**src/rtl/uart_frame_arbiter.sv**
```systemverilog
// uart_frame_arbiter: round-robin share of one UART TX, frames SOF, ID, payload and a checksum byte when FRAME_CHECKSUM_EN is defined
module uart_frame_arbiter #(
  parameter int NUM_SRC = 4,
  parameter logic [7:0] SOF_BYTE = 8'hA5,
  parameter int MAX_LEN = 128
) (
  input  logic clk,
  input  logic rst,
  input  logic [NUM_SRC-1:0] req_valid,
  input  logic [8*NUM_SRC-1:0] req_data,
  input  logic [NUM_SRC-1:0] req_last,
  output logic [NUM_SRC-1:0] req_ready,
  output logic [7:0] uart_tx_data,
  output logic uart_tx_valid,
  input  logic uart_tx_ready,
  output logic [2:0] grant_id,
  output logic busy,
  output logic overrun
);
  localparam int CW = $clog2(MAX_LEN + 1);
  typedef enum logic [2:0] {
    IDLE,
    SOF,
    ID,
    PAYLOAD,
`ifdef FRAME_CHECKSUM_EN
    CKSUM,
`endif
    DONE
  } state_t;
  state_t state, nxt;
  logic [2:0] rr, win, idx;
  logic [3:0] s;
  logic [CW-1:0] cnt;
  logic [7:0] vld, lst, rdy, pbyte;
  logic [63:0] dat;
  logic ld, acc, xfer, fin;
  assign vld = 8'(req_valid);
  assign lst = 8'(req_last);
  assign dat = 64'(req_data);
  assign pbyte = dat[{grant_id, 3'b000} +: 8];
  assign ld = !uart_tx_valid || uart_tx_ready;
  assign acc = uart_tx_valid && uart_tx_ready;
  assign xfer = state == PAYLOAD && vld[grant_id] && ld;
  assign fin = lst[grant_id] || cnt == CW'(MAX_LEN - 1);
  // scan offsets from far to near so the closest requester at or after rr wins
  always_comb begin
    win = '0;
    s = '0;
    idx = '0;
    for (int k = NUM_SRC - 1; k >= 0; k--) begin
      s = {1'b0, rr} + 4'(k);
      idx = s >= 4'(NUM_SRC) ? 3'(s - 4'(NUM_SRC)) : s[2:0];
      if (vld[idx]) win = idx;
    end
  end
  always_ff @(posedge clk or posedge rst)
    if (rst) state <= IDLE;
    else state <= nxt;
  always_comb begin
    nxt = state;
    case (state)
      IDLE: nxt = |req_valid ? SOF : IDLE;
      SOF: nxt = acc ? ID : SOF;
      ID: nxt = acc ? PAYLOAD : ID;
`ifdef FRAME_CHECKSUM_EN
      PAYLOAD: nxt = xfer && fin ? CKSUM : PAYLOAD;
      CKSUM: nxt = ld ? DONE : CKSUM;
`else
      PAYLOAD: nxt = xfer && fin ? DONE : PAYLOAD;
`endif
      DONE: nxt = acc ? IDLE : DONE;
      default: nxt = IDLE;
    endcase
  end
  always_comb begin
    rdy = '0;
    rdy[grant_id] = state == PAYLOAD && ld;
    busy = state != IDLE;
    overrun = xfer && !lst[grant_id] && cnt == CW'(MAX_LEN - 1);
  end
  assign req_ready = rdy[NUM_SRC-1:0];
`ifdef FRAME_CHECKSUM_EN
  logic [7:0] ck;
  always_ff @(posedge clk or posedge rst)
    if (rst) ck <= '0;
    else if (state == SOF && acc) ck <= {5'b0, grant_id};
    else if (xfer) ck <= ck ^ pbyte;
`endif
  // single output register, reloaded in its drain cycle for back-to-back bytes
  always_ff @(posedge clk or posedge rst)
    if (rst) begin
      uart_tx_data <= '0;
      uart_tx_valid <= 1'b0;
      grant_id <= '0;
      rr <= '0;
      cnt <= '0;
    end else begin
      if (state == IDLE && |req_valid) begin
        grant_id <= win;
        cnt <= '0;
        uart_tx_data <= SOF_BYTE;
        uart_tx_valid <= 1'b1;
      end else if (state == SOF && acc) begin
        uart_tx_data <= {5'b0, grant_id};
        uart_tx_valid <= 1'b1;
      end else if (xfer) begin
        uart_tx_data <= pbyte;
        uart_tx_valid <= 1'b1;
        cnt <= cnt + CW'(1);
`ifdef FRAME_CHECKSUM_EN
      end else if (state == CKSUM && ld) begin
        uart_tx_data <= ck;
        uart_tx_valid <= 1'b1;
`endif
      end else if (acc) begin
        uart_tx_valid <= 1'b0;
      end
      if (state == DONE && acc) rr <= grant_id == 3'(NUM_SRC - 1) ? 3'd0 : grant_id + 3'd1;
    end
endmodule

```
**config.mk**
```make
export PLATFORM = sky130hd
export DESIGN_NAME = uart_frame_arbiter
export DESIGN_NICKNAME = d
export VERILOG_FILES = /design/src/rtl/uart_frame_arbiter.sv
export SDC_FILE = /design/constraint.sdc
export NUM_CORES = 1
export LEC_CHECK = 0
export CORE_UTILIZATION = 50
export CTS_CLUSTER_SIZE = 28
export DETAILED_ROUTE_END_ITERATION = 10
export HOLD_SLACK_MARGIN = 0.1
export MAX_ROUTING_LAYER = met4
export PLACE_DENSITY = 0.89
export SLEW_MARGIN = 20
export SYNTH_ARGS = -nofsm -noshare
export SYNTH_HDL_FRONTEND = slang
export SYNTH_SLANG_ARGS = --single-unit
```
**constraint.sdc**
```tcl
create_clock -name clk -period 4.1 [get_ports clk]
set_input_delay 0.82 -clock clk [delete_from_list [all_inputs] [get_ports clk]]
set_output_delay 0.82 -clock clk [all_outputs]
set_load 0.01 [all_outputs]
```
==> results.py, run 1 <==
metrics = {
    "logic_synthesis": {
        "synth_top_area_share_pct": 34.7,
        "ys.flop_type": "dfrtp_1",
        "synth_adder_area_share_pct": 2.67,
        "synthXorXnorAreaFrac_pct": 0.468,
        "yosysWarnings": 0,
        "yosysTopAreaCell": "dfrtp_1",
        "synthArstFlopShare_pct": 100,
        "synth-compound-area-share_pct": 15.6,
        "muxShareOfSynthArea_pct": 19.2,
        "synthCells": 182,
        "ys_seq_elements": 26,
        "synth_edf_count": 0,
        "post_synth_num_cell_types": 51,
        "synth_simple_gate_area_share_pct": 21.6,
        "synth_area_leaders": "dfrtp_1 (35%), mux4_2 (14%), nand2_1 (3.2%)",
        "synth_nets": 229,
        "yosysSeqAreaShare_pct": 34.7,
        "synth_top_family_by_area": "simple AND/OR/NAND/NOR gates",
        "synth_area_um2": 1870,
        "avgSynthCellArea_um2": 10.3,
    },
    "floorplanning": {
        "rows": 21,
        "start_util_pct": 54.0,
        "ioPinCount": 61,
        "die_w_um": 63.2,
        "die_h_um": 63.2,
        "core-area_um2": 3470,
        "dieArea_um2": 3990,
    },
    "pwr": {
        "power_leakage_nw": 0.955,
        "ir_drop_uv": 272,
        "power.density_nw_per_um2": 564,
    },
    "critical_path": {
        "worstPathRequired_ns": 3.28,
        "r2r_slack_ns": 1.85,
        "r2r.worst_path.cells": 6,
        "r2r_end": "grant_id[1]",
        "crit_path_end_kind": "output port",
        "cp.arrival_ns": 2.87,
        "path_class": "in -> out",
        "start_kind": "primary input",
        "r2r-start": "rr[0]",
        "crit_fanout": 13,
    },
    "timing": {
        "worst_pin_slew_ns": 0.548,
        "hold_viol": 0,
        "finalSetupViolations": 0,
        "finalCritPeriodShare_pct": 90.1,
        "rsz0062_at_grt": "false",
        "clock-skew-final_ns": 0.00214,
        "finalCriticalPeriod_ns": 3.69,
        "fmax_mhz": 271,
        "slew_violations": 0,
        "timing.slew.headroom_pct": 63.4,
        "tns_ns": 0,
    },
    "finish": {
        "fill_cells": 267,
        "final_cell_mix": "clkdlybuf4s50_1 (60), dfrtp_1 (26), nand2_1 (16), mux4_2 (12)",
        "nNetsFinal": 283,
        "synthToLayoutAreaGrowth_pct": 33.6,
        "drive_above_1_share_pct": 13.2,
        "antenna_cells": 0,
        "final_core_util_pct": 72.2,
        "layout_commonest_cell": "clkdlybuf4s50_1",
    },
    "global_route": {
        "grt_pass1_wl_um": 7850,
        "grt_max_degree": 27,
        "antenna_found_initial": 0,
        "grt_pass1_vias": 1705,
        "grt_remaining_overflow": 0,
        "track_usage_pct": 25.9,
    },
    "detailed_routing": {
        "drcViolationCount": 0,
        "vias": 1757,
        "routed_wl_um": 4760,
        "drt_iter0_drc": 90,
        "vias_per_cell": 6.28,
        "wl_per_cell_um": 17.0,
        "postRouteAntennaNets": 0,
        "drt_pass1_iterations": 4,
    },
    "placement": {
        "portBuffers": 60,
        "place_congestion": 0.945,
        "dp_hpwl_um": 3660,
    },
    "clock_network": {
        "post_cts.repair.setup_buffers": 0,
        "postCtsHoldBufs": 0,
        "cts_sinks": 26,
        "clk_pin_slew_worst_paths_ns": 0.08,
        "cts-buffers-inserted": 3,
        "clockBufferDepth": 2,
        "clk_latency_ns": 0.27,
        "cts_tree": "done",
        "h-tree-depth": 1,
        "post_cts_resized": 0,
        "clock-root-buffer": "clkbuf_8",
    },
    "hold_path": {
        "holdCritPathClass": "reg -> reg",
        "min_from": "uart_tx_data[4]",
        "hold_end": "uart_tx_data[4]",
        "whs_path_depth": 1,
    },
    "job": {
        "cap_violations": 0,
    },
    "outcome": {
        "outcome": "finished clean",
    },
}
-- cells by family after synthesis --
logic type / count (synthesis)
buffers and inverters: 19
AOI/OAI and AO/OA: 43
muxes: 20
adders and majority gates: 4
DFF: 26
and+or+nand+nor: 69
xor gates and xnor gates: 1
-- cell usage after synthesis, types with 3 or more instances --
| cell | number |
|---|---|
| dfrtp_1 | 26 |
| inv_1 | 6 |
| a31oi_1 | 3 |
| nand3_1 | 11 |
| nor2_1 | 9 |
| a21oi_1 | 11 |
| or4_1 | 3 |
| o211ai_1 | 3 |
| ha_1 | 4 |
| buf_2 | 5 |
| o31ai_1 | 5 |
| o21ai_0 | 6 |
| nand4_1 | 3 |
| nor3_1 | 6 |
| a32o_1 | 4 |
| mux4_2 | 12 |
| nand2_1 | 16 |
| buf_6 | 3 |
| mux2i_1 | 4 |
| mux2_2 | 3 |
-- critical path, stage by stage --
cell and delay, ns:
clkdlybuf4s50_1 0.56, mux4_2 0.59, and3_4 0.27, and3_1 0.16
clkdlybuf4s50_1 0.47
-- report_power, final --
part	total, mW	switching (mW)	internal (mW)	leakage, nW
combinational	0.835	0.397	0.438	0.599
clock	0.143	0.0774	0.0659	0.0216
sequential	0.434	0.102	0.332	0.334
-- worst max path at each step --
stage | slack (ns) | depth (start not counted) | from | endpoint
finish | 0.41 | 5 | req_valid[3] | overrun
CTS | 0.43 | 5 | req_valid[2] | overrun
floorplan | 1.29 | 5 | req_valid[3] | overrun
detailed placement | 0.43 | 5 | req_valid[3] | overrun
global placement | 0.45 | 5 | req_valid[2] | overrun
global route | 0.37 | 5 | req_valid[2] | overrun
-- routing by layer --
| layer | GRT usage [%] | part of all wire, % |
|---|---|---|
| met1 | 32.3 | 40 |
| met3 | 6.70 | 8.5 |
| met4 | 6.25 | 1.2 |
| met5 | - | 0 |
| met2 | 42.2 | 50 |
-- state kept, by name (all words and copies together), names as in the netlist --
name,flops
cnt,8
state,3
rr,3
uart_tx_data,8
uart_tx_valid,1
grant_id,3
-- metrics by stage --
step	cells	setup slack [ns]	total power [mW]	cell area, um^2	hold slack [ns]
final	280	0.407	1.41	2500	0.498
after CTS	280	0.432	1.41	2500	0.501
after detailed placement	277	0.431	1.26	2460	0.486
after global placement	277	0.451	1.24	2460	0.474
after floorplan	182	1.29	1.01	1870	0.485
after global routing	280	0.372	1.50	2500	0.529
-- layout make-up --
type,count,area (um^2),area share [%]
repair buffers,62,616,24.6
multi-input cells,137,1110,44.6
inverters,6,22.5,0.900
clock buffers,3,41.3,1.65
flip-flops and latches,26,651,26.0
well taps,46,57.6,2.30
Note: power is estimated with default switching activity, not from simulation.
==> run 2, diff against run 1 <==
Settings changed: CORE_ASPECT_RATIO set to 1.75, CORE_UTILIZATION 50 to 51, CTS_BUF_LIST set to sky130_fd_sc_hd__clkbuf_2 sky130_fd_sc_hd__clkbuf_4 sky130_fd_sc_hd__clkbuf_8, PLACE_DENSITY 0.89 to 0.9.
==> run 2 against run 1 <==
Compared with the run above:
- combinational power about the same
- worst hold slack better by 0.019 ns
- design area up 1.2%
- sequential power about the same
- critical endpoint unchanged
- largest power group unchanged
- first-iteration DRC count down 41%
- worst setup slack better by 0.026 ns
==> results.py, run 2 (synthesis gave the netlist of run 1 again) <==
metrics = {
    "outcome": {
        "outcome": "finished clean",
    },
    "global_route": {
        "grt_max_degree": 27,
        "grt_remaining_overflow": 0,
        "antenna_found_initial": 0,
        "grt_pass1_wl_um": 7670,
        "track_usage_pct": 28.1,
        "grt_pass1_vias": 1723,
    },
    "job": {
        "cap_violations": 0,
    },
    "timing": {
        "fin_ws_ns": 0.432,
        "tns_ns": 0,
        "fmax_mhz": 273,
        "finalCritPeriodShare_pct": 89.5,
        "slew_violations": 0,
        "clock-skew-final_ns": 0.00435,
        "finalCriticalPeriod_ns": 3.67,
        "finalSetupViolations": 0,
        "timing.slew.headroom_pct": 35.0,
        "hold_viol": 0,
        "rsz0062_at_grt": "false",
        "worst_pin_slew_ns": 0.974,
    },
    "detailed_routing": {
        "vias": 1763,
        "routed_wl_um": 4930,
        "postRouteAntennaNets": 0,
        "wl_per_cell_um": 17.6,
        "vias_per_cell": 6.30,
        "drcViolationCount": 0,
        "drt_iter0_drc": 53,
        "drt_pass1_iterations": 4,
    },
    "critical_path": {
        "crit_path_end_kind": "output port",
        "r2r_slack_ns": 1.83,
        "path_class": "in -> out",
        "crit_fanout": 13,
        "start_kind": "primary input",
        "worstPathRequired_ns": 3.28,
        "cp.arrival_ns": 2.85,
    },
    "pwr": {
        "p_total_mw": 1.48,
        "power_leakage_nw": 0.970,
        "power.density_nw_per_um2": 587,
        "ir_drop_uv": 449,
    },
    "clock_network": {
        "clk_latency_ns": 0.28,
        "postCtsHoldBufs": 0,
        "cts_tree": "done",
        "clockBufferDepth": 2,
        "cts-buffers-inserted": 3,
        "h-tree-depth": 1,
        "cts_sinks": 26,
        "clock-root-buffer": "clkbuf_8",
        "clk_pin_slew_worst_paths_ns": 0.10,
        "post_cts_resized": 0,
        "post_cts.repair.setup_buffers": 0,
    },
    "placement": {
        "dp_slack_ns": 0.451,
        "dp_hpwl_um": 3850,
        "portBuffers": 60,
        "place_congestion": 0.908,
    },
    "floorplanning": {
        "rows": 28,
        "dieArea_um2": 3930,
        "core-area_um2": 3430,
        "start_util_pct": 54.6,
        "die_w_um": 47.8,
        "die_h_um": 82.2,
        "ioPinCount": 61,
    },
    "hold_path": {
        "holdCritPathClass": "reg -> reg",
    },
    "finish": {
        "top_regs": "cnt (8), uart_tx_data (8)",
        "nNetsFinal": 283,
        "final_core_util_pct": 73.7,
        "fill_cells": 265,
        "antenna_cells": 0,
        "synthToLayoutAreaGrowth_pct": 35.1,
        "layout_commonest_cell": "clkdlybuf4s50_1",
        "drive_above_1_share_pct": 13.2,
        "final_cell_mix": "clkdlybuf4s50_1 (60), dfrtp_1 (26), nand2_1 (16), mux4_2 (12)",
    },
}
## run 2: cell types whose count changed in the layout (fill, tap and decap cells not counted)
cell,change
bufinv_16,+1
inv_1,+1
inv_2,-1
## run 2: layout make-up
cell class | instances | area, um^2 | share of cell area [%]
inverters | 6 | 22.5 | 0.890
clock buffers | 3 | 41.3 | 1.63
flip-flops and latches | 26 | 651 | 25.7
repair buffers | 62 | 616 | 24.3
well taps | 45 | 56.3 | 2.22
multi-input cells | 137 | 1110 | 44.0
clock inverters | 1 | 30.0 | 1.19
## run 2: metal layers
layer  vias up  GRT usage (%)  part of all wire [%]
met1       867           31.9                    36
met4         0           15.6                   4.3
met3        19           2.83                   3.7
met5         -              -                     0
li1        809              -                     -
met2        68           46.2                    56
## run 2: per-stage QoR
| step | instance area [um^2] | std cells | hold slack, ns |
|---|---|---|---|
| finish | 2530 | 280 | 0.516 |
| global route | 2530 | 280 | 0.527 |
| CTS | 2530 | 280 | 0.517 |
| detailed placement | 2460 | 276 | 0.497 |
| global placement | 2460 | 276 | 0.475 |
| floorplan | 1870 | 182 | 0.485 |
## run 2: worst paths after layout
kind | depth (start not counted) | start | to
min in group asynchronous | 2 | rst | rr[1]
setup reg to reg | 6 | rr[0] | grant_id[1]
hold reg to reg | 1 | uart_tx_data[4] | uart_tx_data[4]
max in group asynchronous | 2 | rst | cnt[2]
setup / recovery | 5 | req_valid[3] | overrun
hold / removal | 1 | uart_tx_data[4] | uart_tx_data[4]
## run 2: worst max-delay path, cell delays in order
cell and delay, ns:
clkdlybuf4s50_1 0.56, mux4_2 0.58, and3_4 0.26, and3_1 0.15, clkdlybuf4s50_1 0.47
## run 2: where the power goes
part	internal, mW	leakage [nW]	switching (mW)
Sequential	0.332	0.334	0.103
Clock	0.131	0.0357	0.0864
Combinational	0.438	0.601	0.395
==> run 3, diff against run 2 <==
Settings changed: TNS_END_PERCENT set to 5.
==> results of run 3 <==
Same layout as run 2: the final DEF is identical, and so are final timing and power.
